[src/rtl/sa_weight_load_stall.sv]
// Weight-stationary SA_SIZE x SA_SIZE systolic GEMM array with row-shift weight
// loading and ready/valid flow control; the whole array stalls on backpressure.
module sa_weight_load_stall #(
   parameter int unsigned SA_SIZE         = 4,
   parameter int unsigned WEIGHT_SIZE     = 8,
   parameter int unsigned ACTIVATION_SIZE = 8,
   parameter int unsigned ACC_SIZE        = 16
) (
   input  logic                                          clk,
   input  logic                                          resetn,
   input  logic                                          w_valid,
   input  logic [SA_SIZE-1:0][WEIGHT_SIZE-1:0]           w_row,
   output logic                                          weights_loaded,
   input  logic                                          in_valid,
   output logic                                          in_ready,
   input  logic [SA_SIZE-1:0][ACTIVATION_SIZE-1:0]       inputs,
   output logic                                          out_valid,
   input  logic                                          out_ready,
   output logic [SA_SIZE-1:0][ACC_SIZE-1:0]              outputs
);

   localparam int unsigned FILL_MAX = 2 * SA_SIZE - 2;
   localparam int unsigned CNT_W    = $clog2(2 * SA_SIZE - 1);
   localparam int unsigned ROW_W    = $clog2(SA_SIZE);

   typedef enum logic [1:0] {
      EMPTY   = 2'd0,
      LOADING = 2'd1,
      READY   = 2'd2
   } state_e;

   state_e                 state_q, state_d;
   logic [ROW_W-1:0]       row_cnt_q, row_cnt_d;
   logic [CNT_W-1:0]       fill_cnt_q, fill_cnt_d;

   logic [WEIGHT_SIZE-1:0]     w_q   [SA_SIZE][SA_SIZE];
   logic [ACTIVATION_SIZE-1:0] pin_q [SA_SIZE][SA_SIZE-1];
   logic [ACC_SIZE-1:0]        acc_q [SA_SIZE-1][SA_SIZE];

   logic [ACTIVATION_SIZE-1:0] pe_in  [SA_SIZE][SA_SIZE];
   logic [ACC_SIZE-1:0]        pe_acc [SA_SIZE][SA_SIZE];
   logic [ACC_SIZE-1:0]        pe_out [SA_SIZE][SA_SIZE];

   logic primed;
   logic advance;
   logic clear_pipe;

   // State register
   always_ff @(posedge clk or negedge resetn) begin
      if (!resetn) begin
         state_q    <= EMPTY;
         row_cnt_q  <= '0;
         fill_cnt_q <= '0;
      end else begin
         state_q    <= state_d;
         row_cnt_q  <= row_cnt_d;
         fill_cnt_q <= fill_cnt_d;
      end
   end

   // Next-state: a weight beat always wins over an activation advance
   always_comb begin
      state_d    = state_q;
      row_cnt_d  = row_cnt_q;
      fill_cnt_d = fill_cnt_q;
      if (advance && (fill_cnt_q != CNT_W'(FILL_MAX))) begin
         fill_cnt_d = fill_cnt_q + CNT_W'(1);
      end
      case (state_q)
         EMPTY, READY: begin
            if (w_valid) begin
               state_d    = LOADING;
               row_cnt_d  = ROW_W'(1);
               fill_cnt_d = '0;
            end
         end
         LOADING: begin
            if (w_valid) begin
               if (row_cnt_q == ROW_W'(SA_SIZE - 1)) begin
                  state_d   = READY;
                  row_cnt_d = '0;
               end else begin
                  row_cnt_d = row_cnt_q + ROW_W'(1);
               end
            end
         end
         default: begin
            state_d    = EMPTY;
            row_cnt_d  = '0;
            fill_cnt_d = '0;
         end
      endcase
   end

   // Handshake outputs
   always_comb begin
      primed         = (fill_cnt_q == CNT_W'(FILL_MAX));
      weights_loaded = (state_q == READY);
      in_ready       = weights_loaded & ~w_valid & (out_ready | ~primed);
      advance        = in_valid & in_ready;
      out_valid      = advance & primed;
      clear_pipe     = w_valid & (state_q != LOADING);
   end

   // PE grid: activations flow right, partial sums flow down
   for (genvar r = 0; r < SA_SIZE; r++) begin : g_row
      for (genvar c = 0; c < SA_SIZE; c++) begin : g_col
         if (c == 0) begin : g_in_edge
            assign pe_in[r][c] = inputs[r];
         end else begin : g_in_chain
            assign pe_in[r][c] = pin_q[r][c-1];
         end
         if (r == 0) begin : g_acc_edge
            assign pe_acc[r][c] = '0;
         end else begin : g_acc_chain
            assign pe_acc[r][c] = acc_q[r-1][c];
         end
         assign pe_out[r][c] = pe_acc[r][c]
                             + ACC_SIZE'(pe_in[r][c]) * ACC_SIZE'(w_q[r][c]);
      end
   end

   always_comb begin
      for (int unsigned c = 0; c < SA_SIZE; c++) begin
         outputs[c] = pe_out[SA_SIZE-1][c];
      end
   end

   // Weight shift chain and pipeline registers
   always_ff @(posedge clk or negedge resetn) begin
      if (!resetn) begin
         for (int unsigned r = 0; r < SA_SIZE; r++) begin
            for (int unsigned c = 0; c < SA_SIZE; c++) begin
               w_q[r][c] <= '0;
            end
            for (int unsigned c = 0; c < SA_SIZE - 1; c++) begin
               pin_q[r][c] <= '0;
            end
         end
         for (int unsigned r = 0; r < SA_SIZE - 1; r++) begin
            for (int unsigned c = 0; c < SA_SIZE; c++) begin
               acc_q[r][c] <= '0;
            end
         end
      end else begin
         if (w_valid) begin
            for (int unsigned c = 0; c < SA_SIZE; c++) begin
               w_q[0][c] <= w_row[c];
            end
            for (int unsigned r = 1; r < SA_SIZE; r++) begin
               for (int unsigned c = 0; c < SA_SIZE; c++) begin
                  w_q[r][c] <= w_q[r-1][c];
               end
            end
         end
         if (clear_pipe) begin
            for (int unsigned r = 0; r < SA_SIZE; r++) begin
               for (int unsigned c = 0; c < SA_SIZE - 1; c++) begin
                  pin_q[r][c] <= '0;
               end
            end
            for (int unsigned r = 0; r < SA_SIZE - 1; r++) begin
               for (int unsigned c = 0; c < SA_SIZE; c++) begin
                  acc_q[r][c] <= '0;
               end
            end
         end else if (advance) begin
            for (int unsigned r = 0; r < SA_SIZE; r++) begin
               for (int unsigned c = 0; c < SA_SIZE - 1; c++) begin
                  pin_q[r][c] <= pe_in[r][c];
               end
            end
            for (int unsigned r = 0; r < SA_SIZE - 1; r++) begin
               for (int unsigned c = 0; c < SA_SIZE; c++) begin
                  acc_q[r][c] <= pe_out[r][c];
               end
            end
         end
      end
   end

endmodule
[config.mk]
export PLATFORM = sky130hd
export DESIGN_NAME = sa_weight_load_stall
export DESIGN_NICKNAME = d
export VERILOG_FILES = /design/src/rtl/sa_weight_load_stall.sv
export SDC_FILE = /design/constraint.sdc
export NUM_CORES = 2
export LEC_CHECK = 0
export BUFFER_PORTS_ARGS = -buffer_cell sky130_fd_sc_hd__buf_2
export CAP_MARGIN = 20
export CORE_MARGIN = 5
export CORE_UTILIZATION = 65
export DETAILED_ROUTE_END_ITERATION = 8
export PLACE_DENSITY = 0.83
export SYNTH_ARGS = -nofsm -noshare
export SYNTH_HDL_FRONTEND = slang
export SYNTH_SLANG_ARGS = --single-unit
[constraint.sdc]
create_clock -name clk -period 5.25 [get_ports clk]
set_input_delay 0.525 -clock clk [delete_from_list [all_inputs] [get_ports clk]]
set_output_delay 0.525 -clock clk [all_outputs]
set_load 0.01 [all_outputs]
After elaboration in Yosys (flattened, before gate mapping)
Cells that the tools add are included.

Input bits: 69. Word-level logic and storage cells: 110. Bits in registers: 423.

Equality and inequality tests: 9. $mul: 16. Add/subtract/negate cells: 14. Bitwise operators: 8. Mux-type cells: 14. Reductions and logical operators: 6.

Operators with widths (count): 2-to-1 mux 192 bit (2); multiplier 8 x 8 -> 16 bit (16); adder 16 bit (12); 2-to-1 mux 96 bit (2); 2-to-1 mux 2 bit (5); case mux 2 bit (2 select lines) (2); 2-to-1 mux 3 bit (2); != test 2 bit (second input constant) (3); case mux 3 bit (2 select lines) (1); bitwise AND 1 bit (5); equality test 2 bit (second input constant) (2); adder 3 x 1 -> 3 bit (second input constant) (1); equality test 3 bit (second input constant) (1); != test 3 bit (second input constant) (1); AND reduction 3 bit (1); adder 2 x 1 -> 2 bit (second input constant) (1); equality test 2 x 1 -> 1 bit (second input constant) (1); zero test 2 bit (1); != test 2 x 1 -> 1 bit (second input constant) (1); inverter 1 bit (2); AND reduction 2 bit (1); nonzero test 2 bit (1); OR reduction 2 bit (1); logical AND 1 bit (1); OR 1 bit (1).

Longest topological paths before layout
Word-level depth: 9. Depth in mapped cells: 18.

Least setup slack after synthesis
OpenSTA, ideal clock, no wires.

Kind: input to output. Start: in inputs[30] (netlist bit). End: out outputs[15] (netlist bit). Setup slack: 0.369 ns. Path buffers: 1. Arrival: 4.356 ns. Data required time: 4.725 ns. Cell stages on the path: 15. Path through: clkbuf_1 > and2_1 > fa_1 > fa_1 > fa_1 > inv_1 > fa_1 > inv_1 > ha_1 > or3_1 > or3_1 > a311oi_1 > o31ai_1 > a21oi_1 > xnor2_1.

RTL lines: from (decl) (line 16) `input logic [SA_SIZE-1:0][ACTIVATION_SIZE-1:0] inputs,`; to (decl) (line 19) `output logic [SA_SIZE-1:0][ACC_SIZE-1:0] outputs`.

==> impl_metrics.prom <==
# TYPE chip_impl_metric gauge
chip_impl_metric{name="power_per_cell_area",unit="nW/µm²"} 347
chip_impl_metric{name="grt_pass1_wl",unit="mm"} 202
chip_impl_metric{name="stdcell_count",unit=""} 7192
chip_impl_metric{name="unique_masters_post_synth",unit=""} 69
chip_impl_metric{name="final_net_count",unit=""} 7453
chip_impl_metric{name="finalMaxSlewViolations",unit=""} 0
chip_impl_metric{name="max_cap_violations",unit=""} 0
chip_impl_metric{name="die_width",unit="µm"} 299
chip_impl_metric{name="area_growth_syn_to_layout",unit="%"} 8.67
chip_impl_metric{name="drt_pass1_iterations",unit=""} 5
chip_impl_info{name="ys_dominant_reg_cell",value="sky130_fd_sc_hd__dfrtp_1"} 1
chip_impl_metric{name="yosys_warnings",unit=""} 0
chip_impl_info{name="unrepaired_setup_endpoints_after_global_routing",value="true"} 1
chip_impl_metric{name="post-dp-hpwl",unit="mm"} 88.8
chip_impl_metric{name="global_route.overflow_total",unit=""} 0
chip_impl_metric{name="syn-instance-count",unit=""} 6026
chip_impl_metric{name="placement_rows",unit=""} 106
chip_impl_metric{name="final.setup.tns",unit="ns"} -1.13
chip_impl_metric{name="critPathMaxFanout",unit=""} 6
chip_impl_metric{name="dr.first_iter.drc_count",unit=""} 2493
chip_impl_metric{name="ioPinCount",unit=""} 136
chip_impl_metric{name="grt_usage",unit="%"} 26.7
chip_impl_metric{name="post_synth_instance_area",unit="µm²"} 54500
chip_impl_metric{name="power_share_of_the_clock_group",unit="%"} 18.4
chip_impl_metric{name="vias",unit=""} 39309
chip_impl_metric{name="asyncSetResetFlopFracSynth",unit="%"} 100
chip_impl_info{name="timing.critical_path.cells",value="buf_6, and2_4, fa_1, fa_1, inv_1, fa_1, fa_1, inv_1, ha_2, or3_4, or3_4, a311oi_2, buf_4, o31ai_2, a21oi_2, xnor2_1, buf_2"} 1
chip_impl_metric{name="drcViolationCount",unit=""} 0
chip_impl_metric{name="route.final.wire_length",unit="mm"} 117
chip_impl_metric{name="placed_insts",unit=""} 7027
chip_impl_metric{name="cts_hold_buffers",unit=""} 0
chip_impl_metric{name="worstPathArrival",unit="ns"} 4.99
chip_impl_metric{name="fin_skew",unit="ns"} 0.0182
chip_impl_metric{name="synthesized_netlist_net_count",unit=""} 7406
chip_impl_info{name="critical-path-top-cell-by-count",value="sky130_fd_sc_hd__fa_1"} 1
chip_impl_metric{name="yosysSeqAreaShare",unit="%"} 19.4
chip_impl_metric{name="grt_pass1_vias",unit=""} 42343
chip_impl_info{name="setup.worst_path.start_class",value="flip-flop"} 1
chip_impl_info{name="ys_top_cells_by_area",value="sky130_fd_sc_hd__fa_1, sky130_fd_sc_hd__dfrtp_1, sky130_fd_sc_hd__ha_1, sky130_fd_sc_hd__inv_1, sky130_fd_sc_hd__and2_1"} 1
chip_impl_metric{name="switching_power_share_of_the_total",unit="%"} 43.8
chip_impl_metric{name="p_sw",unit="W"} 0.00900
chip_impl_info{name="final_common_cell",value="sky130_fd_sc_hd__inv_1"} 1
chip_impl_metric{name="internal-power",unit="W"} 0.0116
chip_impl_metric{name="period_share",unit="%"} 105
chip_impl_metric{name="fin_crit",unit="ns"} 5.52
chip_impl_info{name="cts-root-buf",value="sky130_fd_sc_hd__clkbuf_16"} 1
chip_impl_metric{name="fp.dieArea",unit="µm²"} 89700
chip_impl_metric{name="synth_top_area_share",unit="%"} 27.4
chip_impl_metric{name="pwr-share-comb",unit="%"} 60.3
chip_impl_metric{name="fmax",unit="GHz"} 0.181
chip_impl_metric{name="number_of_antenna_diodes",unit=""} 0
chip_impl_info{name="violations",value="setup timing"} 1
chip_impl_metric{name="clk_latency",unit="ns"} 0.62
chip_impl_metric{name="total_leakage_power",unit="nW"} 31.8
chip_impl_info{name="holdCritPathClass",value="in2async"} 1
chip_impl_metric{name="gp_congestion",unit=""} 0.858
chip_impl_info{name="layout.cells.most_common_list",value="sky130_fd_sc_hd__inv_1, sky130_fd_sc_hd__fa_1, sky130_fd_sc_hd__nand2_1"} 1
chip_impl_info{name="timing.critical_path.to_type",value="output port"} 1
chip_impl_metric{name="h-tree-depth",unit=""} 2
chip_impl_metric{name="drt-wirelength-per-cell",unit="µm"} 16.3
chip_impl_metric{name="timing.final.ws_setup",unit="ns"} -0.266
chip_impl_metric{name="clockBufferDepth",unit=""} 3
chip_impl_metric{name="post_route_cells_drive_above_1_share",unit="%"} 11.1
chip_impl_metric{name="setup_violations",unit=""} 12
chip_impl_metric{name="power_frac_seq",unit="%"} 21.3
chip_impl_metric{name="worstPathRequired",unit="ns"} 4.72
chip_impl_info{name="run_status",value="finished, violations left"} 1
chip_impl_metric{name="synth_enable_flop_cells",unit=""} 0
chip_impl_metric{name="placeableCoreArea",unit="µm²"} 83400
chip_impl_metric{name="critical-path-max-stage-delay",unit="ns"} 0.50
chip_impl_metric{name="avgViaCountPerCell",unit=""} 5.47
chip_impl_metric{name="clock_pin_slew_reported_for_the_worst_setup_and_hold_paths_after_clock_tree_synthesis",unit="ns"} 0.06
chip_impl_info{name="cts_tree",value="yes"} 1
chip_impl_metric{name="worst_slew_pin_slew",unit="ns"} 1.11
chip_impl_metric{name="synth-seq-cells",unit=""} 423
chip_impl_metric{name="final_antenna_net_count",unit=""} 0
chip_impl_info{name="synth_largest_area_cell",value="sky130_fd_sc_hd__fa_1"} 1
chip_impl_metric{name="floorplan.initialDensity",unit="%"} 65.3
chip_impl_metric{name="vdd.ir_drop.worst",unit="µV"} 904
chip_impl_metric{name="largest_net_degree_at_the_start_of_global_routing",unit=""} 139
chip_impl_metric{name="mean_instance_size_in_the_synthesized_netlist",unit="µm²"} 9.04
chip_impl_info{name="cpMaxStageDelayCell",value="sky130_fd_sc_hd__fa_1"} 1
chip_impl_metric{name="tritoncts_num_sinks",unit=""} 423
chip_impl_metric{name="die_height",unit="µm"} 299
chip_impl_metric{name="portBuffers",unit=""} 135
chip_impl_metric{name="grt_antenna_before_repair",unit=""} 1
chip_impl_metric{name="timing_hold_violations_final",unit=""} 0
chip_impl_metric{name="cts_inserted_buffers",unit=""} 49
chip_impl_info{name="critical_path_class",value="reg2out"} 1
chip_impl_metric{name="relSlewSlack",unit="%"} 25.8
==> area by class of cell <==
class | count | area, µm²
Clock buffer | 67 | 1420
Timing Repair Buffer | 251 | 1720
Sequential cell | 423 | 10600
Tap cell | 1080 | 1350
Clock inverter | 23 | 365
Multi-Input combinational cell | 3962 | 38500
Fill cell | 5863 | 24200
Inverter | 1386 | 5200
==> critical path: cells and delay by family (launching register included) <==
| family | cells | cell delay (ns) |
|---|---|---|
| adder cells (fa/ha/maj) | 5 | 2.10 |
| buffers and inverters | 5 | 0.55 |
| XOR/XNOR | 1 | 0.12 |
| AND/OR/NAND/NOR | 3 | 0.84 |
| flip-flops | 1 | 0.38 |
| AO/OA/AOI/OAI | 3 | 0.39 |
==> flip-flops by register name, summed over array words and instances, names as in the netlist <==
register    flops
acc_q         192
w_q           128
pe_in          96
fill_cnt_q      3
row_cnt_q       2
state_q         2
==> through the flow <==
| stage | util (%) | cell area, µm² | hold slack (ns) | total power [W] | setup WS, ns |
|---|---|---|---|---|---|
| floorplan | - | 54500 | 0.229 | 0.0123 | 0.369 |
| global placement | 66.9 | 55800 | 0.463 | 0.0148 | 0.0376 |
| detailed placement | 66.9 | 55800 | 0.473 | 0.0153 | 0.00289 |
| CTS | 70.3 | 58600 | 0.0314 | 0.0199 | -0.306 |
| global route | 70.9 | 59200 | 0.0856 | 0.0225 | -0.446 |
| finish | 70.9 | 59200 | 0.00732 | 0.0206 | -0.266 |
==> power by group through the flow <==
stage / clock, W / combinational, W / sequential (W)
after CTS: 0.00384 / 0.0117 / 0.00436
after global routing: 0.00397 / 0.0141 / 0.00445
after detailed placement: 0 / 0.0108 / 0.00442
after floorplan: 0 / 0.00844 / 0.00390
final: 0.00378 / 0.0124 / 0.00438
after global placement: 0 / 0.0104 / 0.00439
==> kinds of logic (layout without fill, tap and decap cells) <==
group | count (synthesis) | count (layout) | synth area share (%)
xor+xnor | 205 | 205 | 3.30
flops | 423 | 423 | 19.4
compound gates | 573 | 573 | 6.83
simple gates | 1739 | 1739 | 15.8
mux | 134 | 134 | 2.76
fa+ha+maj | 1311 | 1311 | 40.4
buf+inv | 1641 | 1727 | 11.5
==> synthesized netlist by cell type, drive strengths merged, types with 56 or more instances <==
cell type  count
inv         1386
o21ai        173
ha           567
xor2          88
and2         635
xnor2        117
o31ai         56
nor2          80
a21oi        127
nand3        224
fa           744
clkbuf       189
mux2         129
nand2        722
buf           66
dfrtp        423
==> path summary, 6_finish.rpt <==
check / startpoint / endpoint / slack, ns / cells after the start
max: w_q[30] / outputs[15] / -0.27 / 17
min: resetn / w_q[103] / 0.007 / 1
max reg2reg: w_q[48] / acc_q[47] / 0.35 / 15
min reg2reg: acc_q[190] / acc_q[190] / 0.48 / 2
max in group asynchronous: resetn / pe_in[11] / 4.03 / 2
min in group clk: w_row[8] / w_q[112] / 0.13 / 2
==> layer usage <==
metal,vias up,track usage [%],wire [µm]
met1,19642,36.3,51300
met3,194,3.54,5940
met5,-,0,13
li1,18500,-,-
met2,971,45.8,56900
met4,2,7.05,2870
==> repair_timing <==
| item | in CTS | in global routing |
|---|---|---|
| pin swaps | 46 | 72 |
| endpoints found under the setup margin | 25 | 29 |
| buffers inserted | 50 | 29 |
| endpoints found under the hold margin | 0 | 0 |
| resized for setup | 146 | 106 |
Power figures use the tool's default switching activity.
